===== src/rtl/eth_pkg.sv =====
// Shared constants and types for the Ethernet receive/transmit paths.
package eth_pkg;

  localparam logic [15:0] ETHERTYPE_IPV4 = 16'h0800;
  localparam logic [15:0] ETHERTYPE_ARP  = 16'h0806;
  localparam logic [7:0]  IP_PROTO_UDP   = 8'd17;
  localparam logic [7:0]  ETH_PREAMBLE   = 8'h55;
  localparam logic [7:0]  ETH_SFD        = 8'hD5;
  localparam logic [31:0] CRC32_POLY     = 32'hEDB88320;
  localparam logic [31:0] CRC32_INIT     = 32'hFFFFFFFF;
  localparam logic [31:0] CRC32_RESIDUE  = 32'hDEBB20E3;

  typedef enum logic [3:0] {
    IDLE,
    PREAMBLE,
    ETH_HDR,
    IP_HDR,
    UDP_HDR,
    PAYLOAD,
    ARP,
    WAIT_END,
    FINISH,
    DROP
  } eth_rx_state_t;

  // Byte enables for an MSB-first word holding n valid bytes.
  function automatic logic [3:0] keep_from_count(input logic [2:0] n);
    case (n)
      3'd1:    return 4'b1000;
      3'd2:    return 4'b1100;
      3'd3:    return 4'b1110;
      3'd4:    return 4'b1111;
      default: return 4'b0000;
    endcase
  endfunction

endpackage


===== src/rtl/eth_crc32_d8.sv =====
// Byte-wide reflected CRC-32 update register, shared by the RX and TX paths.
module eth_crc32_d8
  import eth_pkg::*;
(
  input  logic        clk,
  input  logic        rst,
  input  logic        init,
  input  logic        en,
  input  logic [7:0]  data,
  output logic [31:0] crc
);

  logic [31:0] crc_nxt;

  always_comb begin
    crc_nxt = crc ^ {24'h0, data};
    for (int i = 0; i < 8; i++)
      crc_nxt = crc_nxt[0] ? ((crc_nxt >> 1) ^ CRC32_POLY) : (crc_nxt >> 1);
  end

  always_ff @(posedge clk) begin
    if (rst)       crc <= CRC32_INIT;
    else if (init) crc <= CRC32_INIT;
    else if (en)   crc <= crc_nxt;
  end

endmodule


===== src/rtl/eth_rx.sv =====
// GMII receive path: deframes, filters Ethernet/IPv4/UDP/ARP, streams UDP payload.
// Define ETH_RX_CRC_CHECK_EN to include FCS checking.
//
// state    | meaning
// IDLE     | waiting for a preamble byte
// PREAMBLE | consuming 0x55 bytes until SFD
// ETH_HDR  | dest/src MAC and ethertype
// IP_HDR   | 20-byte IPv4 header
// UDP_HDR  | 8-byte UDP header
// PAYLOAD  | packing UDP payload into 32-bit words
// ARP      | 28-byte ARP body into shadow registers
// WAIT_END | padding and FCS until dv drops
// FINISH   | one cycle after the final word / ARP result
// DROP     | discarding the frame until dv drops
module eth_rx
  import eth_pkg::*;
#(
  parameter int MAX_UDP_PAYLOAD = 1472
) (
  input  logic        gmii_rx_clk,
  input  logic        gmii_rx_rst,
  input  logic [7:0]  gmii_rxd,
  input  logic        gmii_rx_dv,
  input  logic        gmii_rx_er,
  input  logic [47:0] mac_s_addr,
  input  logic [31:0] ip_s_addr,
  input  logic [15:0] port_s,
  output logic [31:0] m_axis_tdata,
  output logic [3:0]  m_axis_tkeep,
  output logic        m_axis_tvalid,
  output logic        m_axis_tlast,
  output logic        m_axis_tuser,
  output logic [47:0] rx_mac_s_addr,
  output logic [31:0] rx_ip_s_addr,
  output logic [15:0] rx_port_s,
  output logic        arp_rx_done,
  output logic        arp_oper,
  output logic [47:0] arp_sha,
  output logic [31:0] arp_spa,
  output logic        frame_drop
);

  eth_rx_state_t state, state_nxt;

  logic [10:0] cnt;
  logic [39:0] sh;
  logic [15:0] udp_len;
  logic [15:0] udp_pay;
  logic [10:0] pay_len;
  logic [31:0] word;
  logic [2:0]  wbytes;
  logic [47:0] src_mac;
  logic [31:0] src_ip;
  logic [15:0] src_port;
  logic        arp_oper_sh;
  logic [47:0] arp_sha_sh;
  logic [31:0] arp_spa_sh;
  logic        is_arp;
  logic        err;
  logic        wait_idle;
  logic        crc_bad;
  logic        frame_bad;

  logic        cnt_clr, hdr_pass, fin, trunc, drop_pulse;
  logic        last_byte;
  logic [1:0]  lane;
  logic [15:0] w16;
  logic [31:0] w32;
  logic [47:0] w48;

  assign w16       = {sh[7:0], gmii_rxd};
  assign w32       = {sh[23:0], gmii_rxd};
  assign w48       = {sh[39:0], gmii_rxd};
  assign lane      = cnt[1:0];
  assign last_byte = (cnt == pay_len - 11'd1);
  assign udp_pay   = udp_len - 16'd8;
  assign frame_bad = err | crc_bad;

`ifdef ETH_RX_CRC_CHECK_EN
  logic [31:0] crc;
  logic        crc_init, crc_en;

  assign crc_init = (state == PREAMBLE) && gmii_rx_dv && (gmii_rxd == ETH_SFD);
  assign crc_en   = gmii_rx_dv &&
                    (state inside {ETH_HDR, IP_HDR, UDP_HDR, PAYLOAD, ARP, WAIT_END});

  eth_crc32_d8 u_crc (
    .clk  (gmii_rx_clk),
    .rst  (gmii_rx_rst),
    .init (crc_init),
    .en   (crc_en),
    .data (gmii_rxd),
    .crc  (crc)
  );

  assign crc_bad = (crc != CRC32_RESIDUE);
`else
  assign crc_bad = 1'b0;
`endif

  always_ff @(posedge gmii_rx_clk) begin
    if (gmii_rx_rst) state <= IDLE;
    else             state <= state_nxt;
  end

  always_comb begin
    state_nxt = state;
    cnt_clr   = 1'b0;
    hdr_pass  = 1'b0;
    fin       = 1'b0;
    trunc     = 1'b0;
    case (state)
      IDLE:
        if (gmii_rx_dv && !wait_idle)
          state_nxt = (gmii_rxd == ETH_PREAMBLE) ? PREAMBLE : DROP;
      PREAMBLE:
        if (!gmii_rx_dv || (gmii_rxd != ETH_PREAMBLE && gmii_rxd != ETH_SFD)) begin
          state_nxt = DROP;
        end else if (gmii_rxd == ETH_SFD) begin
          state_nxt = ETH_HDR;
          cnt_clr   = 1'b1;
        end
      ETH_HDR:
        if (!gmii_rx_dv) begin
          state_nxt = DROP;
        end else if (cnt == 11'd5 && w48 != mac_s_addr && w48 != 48'hFFFF_FFFF_FFFF) begin
          state_nxt = DROP;
        end else if (cnt == 11'd13) begin
          cnt_clr = 1'b1;
          if (w16 == ETHERTYPE_IPV4)     state_nxt = IP_HDR;
          else if (w16 == ETHERTYPE_ARP) state_nxt = ARP;
          else                           state_nxt = DROP;
        end
      IP_HDR:
        if (!gmii_rx_dv ||
            (cnt == 11'd0 && gmii_rxd != 8'h45) ||
            (cnt == 11'd9 && gmii_rxd != IP_PROTO_UDP) ||
            (cnt == 11'd19 && w32 != ip_s_addr)) begin
          state_nxt = DROP;
        end else if (cnt == 11'd19) begin
          state_nxt = UDP_HDR;
          cnt_clr   = 1'b1;
        end
      UDP_HDR:
        if (!gmii_rx_dv || (cnt == 11'd3 && w16 != port_s)) begin
          state_nxt = DROP;
        end else if (cnt == 11'd7) begin
          if (udp_len <= 16'd8 || udp_pay > 16'(MAX_UDP_PAYLOAD)) begin
            state_nxt = DROP;
          end else begin
            state_nxt = PAYLOAD;
            cnt_clr   = 1'b1;
            hdr_pass  = 1'b1;
          end
        end
      PAYLOAD:
        if (!gmii_rx_dv) begin
          state_nxt = FINISH;
          trunc     = 1'b1;
        end else if (last_byte) begin
          state_nxt = WAIT_END;
        end
      ARP:
        if (!gmii_rx_dv ||
            (cnt == 11'd1 && w16 != 16'h0001) ||
            (cnt == 11'd3 && w16 != ETHERTYPE_IPV4) ||
            (cnt == 11'd4 && gmii_rxd != 8'd6) ||
            (cnt == 11'd5 && gmii_rxd != 8'd4) ||
            (cnt == 11'd7 && w16 != 16'h0001 && w16 != 16'h0002) ||
            (cnt == 11'd27 && w32 != ip_s_addr)) begin
          state_nxt = DROP;
        end else if (cnt == 11'd27) begin
          state_nxt = WAIT_END;
        end
      WAIT_END:
        if (!gmii_rx_dv) begin
          state_nxt = FINISH;
          fin       = 1'b1;
        end
      FINISH:   state_nxt = IDLE;
      DROP:     if (!gmii_rx_dv) state_nxt = IDLE;
      default:  state_nxt = IDLE;
    endcase
    drop_pulse = (state_nxt == DROP && state != DROP) || (fin && is_arp && frame_bad);
  end

  // Result registers are updated on the edge that enters FINISH so the final
  // word and ARP pulse appear one cycle after dv is first seen low.
  always_ff @(posedge gmii_rx_clk) begin
    if (gmii_rx_rst) begin
      wait_idle     <= 1'b1;
      cnt           <= '0;
      sh            <= '0;
      err           <= 1'b0;
      is_arp        <= 1'b0;
      udp_len       <= '0;
      pay_len       <= '0;
      word          <= '0;
      wbytes        <= '0;
      src_mac       <= '0;
      src_ip        <= '0;
      src_port      <= '0;
      arp_oper_sh   <= 1'b0;
      arp_sha_sh    <= '0;
      arp_spa_sh    <= '0;
      m_axis_tdata  <= '0;
      m_axis_tkeep  <= '0;
      m_axis_tvalid <= 1'b0;
      m_axis_tlast  <= 1'b0;
      m_axis_tuser  <= 1'b0;
      rx_mac_s_addr <= '0;
      rx_ip_s_addr  <= '0;
      rx_port_s     <= '0;
      arp_rx_done   <= 1'b0;
      arp_oper      <= 1'b0;
      arp_sha       <= '0;
      arp_spa       <= '0;
      frame_drop    <= 1'b0;
    end else begin
      m_axis_tvalid <= 1'b0;
      m_axis_tlast  <= 1'b0;
      m_axis_tuser  <= 1'b0;
      arp_rx_done   <= 1'b0;
      frame_drop    <= drop_pulse;

      if (!gmii_rx_dv) wait_idle <= 1'b0;
      if (gmii_rx_dv)  sh <= {sh[31:0], gmii_rxd};

      if (cnt_clr)         cnt <= '0;
      else if (gmii_rx_dv) cnt <= cnt + 11'd1;

      if (state == IDLE)                  err <= gmii_rx_dv & gmii_rx_er;
      else if (gmii_rx_dv && gmii_rx_er)  err <= 1'b1;

      if (gmii_rx_dv) begin
        case (state)
          ETH_HDR: begin
            if (cnt == 11'd11) src_mac <= w48;
            if (cnt == 11'd13) is_arp  <= (w16 == ETHERTYPE_ARP);
          end
          IP_HDR:
            if (cnt == 11'd15) src_ip <= w32;
          UDP_HDR: begin
            if (cnt == 11'd1) src_port <= w16;
            if (cnt == 11'd5) udp_len  <= w16;
          end
          PAYLOAD: begin
            case (lane)
              2'd0:    word         <= {gmii_rxd, 24'h0};
              2'd1:    word[23:16]  <= gmii_rxd;
              2'd2:    word[15:8]   <= gmii_rxd;
              default: word[7:0]    <= gmii_rxd;
            endcase
            wbytes <= (lane == 2'd3 && !last_byte) ? 3'd0 : {1'b0, lane} + 3'd1;
            if (lane == 2'd3 && !last_byte) begin
              m_axis_tvalid <= 1'b1;
              m_axis_tdata  <= {word[31:8], gmii_rxd};
              m_axis_tkeep  <= 4'hF;
            end
          end
          ARP: begin
            if (cnt == 11'd7)  arp_oper_sh <= (w16 == 16'h0001);
            if (cnt == 11'd13) arp_sha_sh  <= w48;
            if (cnt == 11'd17) arp_spa_sh  <= w32;
          end
          default: ;
        endcase
      end

      if (hdr_pass) begin
        rx_mac_s_addr <= src_mac;
        rx_ip_s_addr  <= src_ip;
        rx_port_s     <= src_port;
        pay_len       <= udp_pay[10:0];
      end

      if ((fin && !is_arp) || trunc) begin
        m_axis_tvalid <= 1'b1;
        m_axis_tdata  <= word;
        m_axis_tkeep  <= keep_from_count(wbytes);
        m_axis_tlast  <= 1'b1;
        m_axis_tuser  <= trunc | frame_bad;
      end

      if (fin && is_arp && !frame_bad) begin
        arp_rx_done <= 1'b1;
        arp_oper    <= arp_oper_sh;
        arp_sha     <= arp_sha_sh;
        arp_spa     <= arp_spa_sh;
      end
    end
  end

endmodule


===== config.mk =====
export PLATFORM = sky130hd
export DESIGN_NAME = eth_rx
export DESIGN_NICKNAME = d
export VERILOG_FILES = /design/src/rtl/eth_pkg.sv /design/src/rtl/eth_crc32_d8.sv /design/src/rtl/eth_rx.sv
export SDC_FILE = /design/constraint.sdc
export NUM_CORES = 1
export LEC_CHECK = 0
export ABC_CLOCK_PERIOD_IN_PS = 4000
export CAP_MARGIN = 10
export CORE_ASPECT_RATIO = 1.4
export CORE_MARGIN = 3
export CORE_UTILIZATION = 46
export CTS_CLUSTER_DIAMETER = 50
export CTS_CLUSTER_SIZE = 25
export DETAILED_ROUTE_END_ITERATION = 12
export MAX_ROUTING_LAYER = met4
export PLACE_DENSITY = 0.7
export SLEW_MARGIN = 15
export SYNTH_ARGS = -nofsm -noshare
export SYNTH_HDL_FRONTEND = slang
export SYNTH_SLANG_ARGS = --single-unit

===== constraint.sdc =====
create_clock -name gmii_rx_clk -period 4 [get_ports gmii_rx_clk]
set_clock_uncertainty 0.2 [all_clocks]
set_input_delay 0.8 -clock gmii_rx_clk [delete_from_list [all_inputs] [get_ports gmii_rx_clk]]
set_output_delay 0.8 -clock gmii_rx_clk [all_outputs]
set_load 0.02 [all_outputs]

# After elaboration in Yosys (flattened, before gate mapping)

Index checks and enable logic that the tools add are counted.
W data, S select, Z words.

Add/subtract/negate cells: 4
Magnitude comparators: 2
Equal/unequal tests: 48
Multiplexer cells: 57
Bitwise gates (word level): 4
Reductions and logical operators: 67

Operators by type and width:

| operator               | number |
|---|---|
| $mux W32               | 4 |
| $mux W4                | 24 |
| $ne A48 B48 Y1         | 1 |
| $ne A48 B48 Y1 const B | 1 |
| $pmux W8 S2            | 3 |
| $eq A11 B4 Y1 const B  | 4 |
| $reduce_and A3 Y1      | 13 |
| $pmux W4 S9            | 1 |
| $eq A11 B3 Y1 const B  | 3 |
| $eq A11 B5 Y1 const B  | 3 |
| $eq A16 B12 Y1 const B | 2 |
| $ne A32 B32 Y1         | 1 |
| $logic_and A1 B1 Y1    | 22 |
| $mux W1                | 22 |
| $eq A16 B1 Y1 const B  | 1 |
| $eq A4 B3 Y1 const B   | 4 |
| $gt A16 B11 Y1 const B | 1 |
| $le A16 B4 Y1 const B  | 1 |
| $ne A16 B1 Y1 const B  | 1 |
| $ne A16 B12 Y1 const B | 1 |
| $ne A16 B16 Y1         | 1 |
| $ne A16 B2 Y1 const B  | 1 |
| $ne A8 B3 Y1 const B   | 2 |
| $ne A8 B7 Y1 const B   | 2 |
| other kinds (34)       | 63 |

Bits in registers: 515
Output and inout bits: 218
Logic and storage cells: 214

# Logic depth before layout (Yosys ltp)

Word-level depth: 13
Gate-level depth with buffers: 13

# Least setup slack after synthesis

OpenSTA, ideal clock, no wires.

Path type: input to register
Start: in gmii_rxd[7]
End: reg frame_drop
Setup time: 0.135 ns
Data arrival time: 2.872 ns
Setup slack: 0.794 ns
Stages on the path: 8
Path through: buf_1 -> nor4b_1 -> nand4_1 -> or4_1 -> a221oi_1 -> a31oi_1 -> a2111oi_0 -> o41ai_1

Longest elaborated chain between the ends: 13

Ends and longest elaborated chain:

| item                   | line                         | text |
|---|---|---|
| start: declaration     | eth_rx.sv:22                 | `input logic [7:0] gmii_rxd,` |
| $ne A16 B1 Y1          | eth_rx.sv:165, eth_rx.sv:169 |  |
| $logic_and A1 B1 Y1    | eth_rx.sv:165                | `(cnt == 11'd1 && w16 != 16'h0001) \|\|` |
| $logic_or A1 B1 Y1     | eth_rx.sv:164                | `if (!gmii_rx_dv \|\|` |
| $logic_or A1 B1 Y1     | eth_rx.sv:165                |  |
| $logic_or A1 B1 Y1     | eth_rx.sv:166                | `(cnt == 11'd3 && w16 != ETHERTYPE_IPV4) \|\|` |
| $logic_or A1 B1 Y1     | eth_rx.sv:167                | `(cnt == 11'd4 && gmii_rxd != 8'd6) \|\|` |
| $logic_or A1 B1 Y1     | eth_rx.sv:168                | `(cnt == 11'd5 && gmii_rxd != 8'd4) \|\|` |
| $logic_or A1 B1 Y1     | eth_rx.sv:169                | `(cnt == 11'd7 && w16 != 16'h0001 && w16 != 16'h0002) \|\|` |
| $mux W4                | eth_rx.sv:164                |  |
| $pmux W4 S9 *          | eth_rx.sv:112                | `case (state)` |
| $eq A4 B4 Y1 *         | eth_rx.sv:184                | `drop_pulse = (state_nxt == DROP && state != DROP) \|\| (fin && is_arp && frame_bad);` |
| $logic_and A1 B1 Y1 *  | eth_rx.sv:184                |  |
| $logic_or A1 B1 Y1 *   | eth_rx.sv:184                |  |
| end signal: assignment | eth_rx.sv:224                | `frame_drop <= drop_pulse;` |
| end: declaration       | eth_rx.sv:40                 | `output logic frame_drop` |

Mark *: on every way between the ends. The rest lies on a longest branch, timed or not.
A chain may end at the register's enable or synchronous reset.

# Final worst setup path

Start: in gmii_rxd[3]
End: reg frame_drop

Same word-level chain as after synthesis.

==> results.py <==
metrics = {
    "worst_setup_path": {
        "crit_path_frequent_cell": "nor4_1",
        "r2r_end": "frame_drop",
        "timing.rr.start": "sh[6]",
        "worst_path_largest_cell_delay_ns": 0.75,
        "ff2ff_path_depth": 8,
        "r2r_slack_ns": 0.46,
        "cp_cell_sequence": "clkdlybuf4s50_1, buf_12, xor2_1, nor4_1, nand4_1, buf_4, or2_2, a221o_1, nor4_1, o41ai_1",
        "cp-end-kind": "flip-flop",
        "cp_max_fo": 15,
        "cpMaxStageDelayCell": "nor4_1",
        "worstSetupPathType": "in2reg",
        "cp.required_ns": 4.20,
        "crit_buf_inv": 3,
        "cp_data_arrival_time_ns": 3.97,
        "critPathLaunchType": "primary input",
        "cpLargestDelayFamily": "simple AND/OR/NAND/NOR gates",
    },
    "floorplanning": {
        "die_h_um": 258,
        "die-area_sq_um": 48000,
        "ioPinCount": 326,
        "core_area_sq_um": 44400,
        "start_util_pct": 47.0,
        "die_w_um": 186,
        "placement_rows": 91,
    },
    "cts": {
        "cts_resized": 0,
        "clk_latency_ns": 0.58,
        "postCtsSetupBuffers": 0,
        "cts_sinks": 515,
        "cts-root-buf": "clkbuf_16",
        "cts.path.max_buffers": 3,
        "htree_levels": 2,
        "numCtsBuffers": 39,
        "cts_tree": "built",
        "clkSlewWorstSetupHoldPaths_ns": 0.09,
        "cts_hold_buf": 0,
    },
    "synth": {
        "synthTopCellsByArea": "dfxtp_1, nand2_1, a21oi_1, xor2_1, mux2i_1",
        "synth_edf_count": 0,
        "yosys_warnings": 0,
        "syn_area_per_cell_sq_um": 8.00,
        "synth_nets": 2722,
        "syn_area_sq_um": 20900,
        "synth-main-ff-cell": "dfxtp_1",
        "synth_common_cells": "nand2_1, dfxtp_1, a21oi_1",
        "yosysUniqueCellTypes": 68,
        "synth-seq-cells": 515,
        "synth_top_area_cell": "dfxtp_1",
        "yosysMostFrequentCell": "nand2_1",
        "yosysSeqAreaShare_pct": 49.4,
        "synth_top_area_share_pct": 49.4,
        "async_reset_ff_share_pct": 0,
        "synthCells": 2607,
    },
    "sta": {
        "rsz0062_at_grt": "false",
        "slew_violations": 0,
        "period_share_pct": 94.3,
        "hold_viol": 0,
        "setup_viol": 0,
        "whs_ns": 0.244,
        "slew_headroom_pct": 41.7,
        "period_needed_ns": 3.77,
        "worst_slack_ns": 0.229,
        "tightest_slew_ns": 0.867,
        "fmax_ghz": 0.265,
        "tns_ns": 0,
    },
    "grt": {
        "grt_pass1_vias": 18300,
        "grt_max_degree": 145,
        "track_usage_pct": 30.4,
        "antenna_found_initial": 6,
        "gr-total-overflow": 0,
        "grt_pass1_wl_um": 110000,
    },
    "drt": {
        "route.vias.total": 19300,
        "wl_um": 73700,
        "drt_pass1_iterations": 6,
        "viasPerCell": 5.59,
        "post-route-drc-count": 0,
        "routedWlPerCell_um": 21.4,
        "ant_nets": 0,
        "drt_iter0_drc": 1618,
    },
    "run_status": {
        "outcome": "finished clean",
    },
    "place": {
        "place_congestion": 0.977,
        "placed_area_sq_um": 24900,
        "dp_slack_ns": -0.324,
        "portBuffers": 325,
        "dp_hpwl_um": 51700,
    },
    "final_layout": {
        "nNetsFinal": 2968,
        "drive_above_1_share_pct": 6.73,
        "areaGrowthSynthToFinish_pct": 26.3,
        "stdcell_area_sq_um": 26300,
    },
    "power": {
        "p_per_area_nw_per_um2": 387,
        "leakage_nw": 9.26,
        "p_total_mw": 10.2,
        "irDropWorstVdd_mv": 0.280,
    },
    "hold_path": {
        "worstHoldStart": "arp_spa_sh[0]",
        "hold_end": "arp_spa[0]",
        "hp-class": "reg2reg",
        "holdPathStages": 2,
    },
    "job": {
        "drv_cap": 0,
    },
}
[power by group]
group / total (mW) / switching, mW / internal, mW
combinational: 0.588 / 0.353 / 0.235
clock: 4.41 / 2.21 / 2.20
sequential: 5.19 / 0.0543 / 5.14
total: 10.2 / 2.62 / 7.57
[layer usage]
metal | vias to the layer above | track usage (%) | share of wire, % | wire [um]
met1 | 9174 | 36.9 | 39 | 28600
met4 | 0 | 13.0 | 4.9 | 3580
met5 | - | - | 0 | 0
li1 | 9119 | - | - | -
met2 | 812 | 49.9 | 48 | 35700
met3 | 170 | 5.21 | 7.9 | 5810
[tightest hold or removal path, stage by stage, from the launching register on]
cell,delay (ns)
dfxtp_1,0.32
nand2_1,0.05
a21oi_1,0.05
[stage by stage]
stage / cells / util, %
6_report: 3449 / 59.3
5_1_grt: 3448 / 59.3
3_3_place_gp: 3370 / 56.0
4_1_cts: 3442 / 59.3
3_5_place_dp: 3370 / 56.0
2_1_floorplan: 2607 / -
[worst max-delay path by stage]
| stage | slack (ns) | startpoint | depth (start not counted) | endpoint |
|---|---|---|---|---|
| after floorplan | 0.79 | gmii_rxd[7] | 8 | frame_drop |
| after global placement | -0.33 | gmii_rxd[3] | 10 | frame_drop |
| after detailed placement | -0.32 | gmii_rxd[3] | 10 | frame_drop |
| after CTS | 0.25 | gmii_rxd[3] | 10 | frame_drop |
| after global routing | 0.19 | gmii_rxd[3] | 10 | frame_drop |
| final | 0.23 | gmii_rxd[3] | 10 | frame_drop |
[layout make-up]
| class | instances | area, sq um |
|---|---|---|
| inverter | 23 | 86.3 |
| sequential | 515 | 10300 |
| antenna | 7 | 17.5 |
| fill | 3974 | 18100 |
| clock inverter | 31 | 465 |
| tap | 558 | 698 |
| timing repair buffer | 418 | 4120 |
| clock buffer | 41 | 1000 |
| multi-input combinational | 1856 | 9630 |
[state kept, by name, summed over array words and instances (netlist names), 11 cells and up]
name	flops
arp_spa_sh	32
pay_len	11
word	32
src_port	16
cnt	11
rx_mac_s_addr	48
udp_len	16
arp_sha_sh	48
arp_spa	32
rx_ip_s_addr	32
arp_sha	48
m_axis_tdata	32
rx_port_s	16
src_mac	48
sh	40
src_ip	32
[kinds of logic after synthesis]
kind of cell               share of synthesized area (%)
and+or+nand+nor                                     23.6
DFF                                                 49.4
AOI/OAI and AO/OA                                   13.2
buffers and inverters                               4.70
xor gates and xnor gates                            5.12
muxes                                               3.55
adders and majority gates                          0.420
[layout by cell type (no fill, tap or decap), types with 5 or more instances in the layout]
cell type,count
o21ai_0,7
xnor2_1,17
or3_1,7
inv_6,5
and3_1,5
ha_1,7
dfxtp_1,515
clkdlybuf4s50_1,322
nor4_1,37
buf_12,14
clkbuf_16,40
or2_2,5
xor2_1,105
clkinv_8,9
nor3_1,20
inv_1,21
nand4_1,26
a31oi_1,8
a21o_1,5
a22oi_1,10
diode_2,7
nand3_1,30
or4_1,10
a21oi_1,410
mux2i_1,74
nor2_1,108
nand2b_1,57
buf_4,79
nand2_1,812
a211oi_1,20
(Power assumes the default switching activity.)
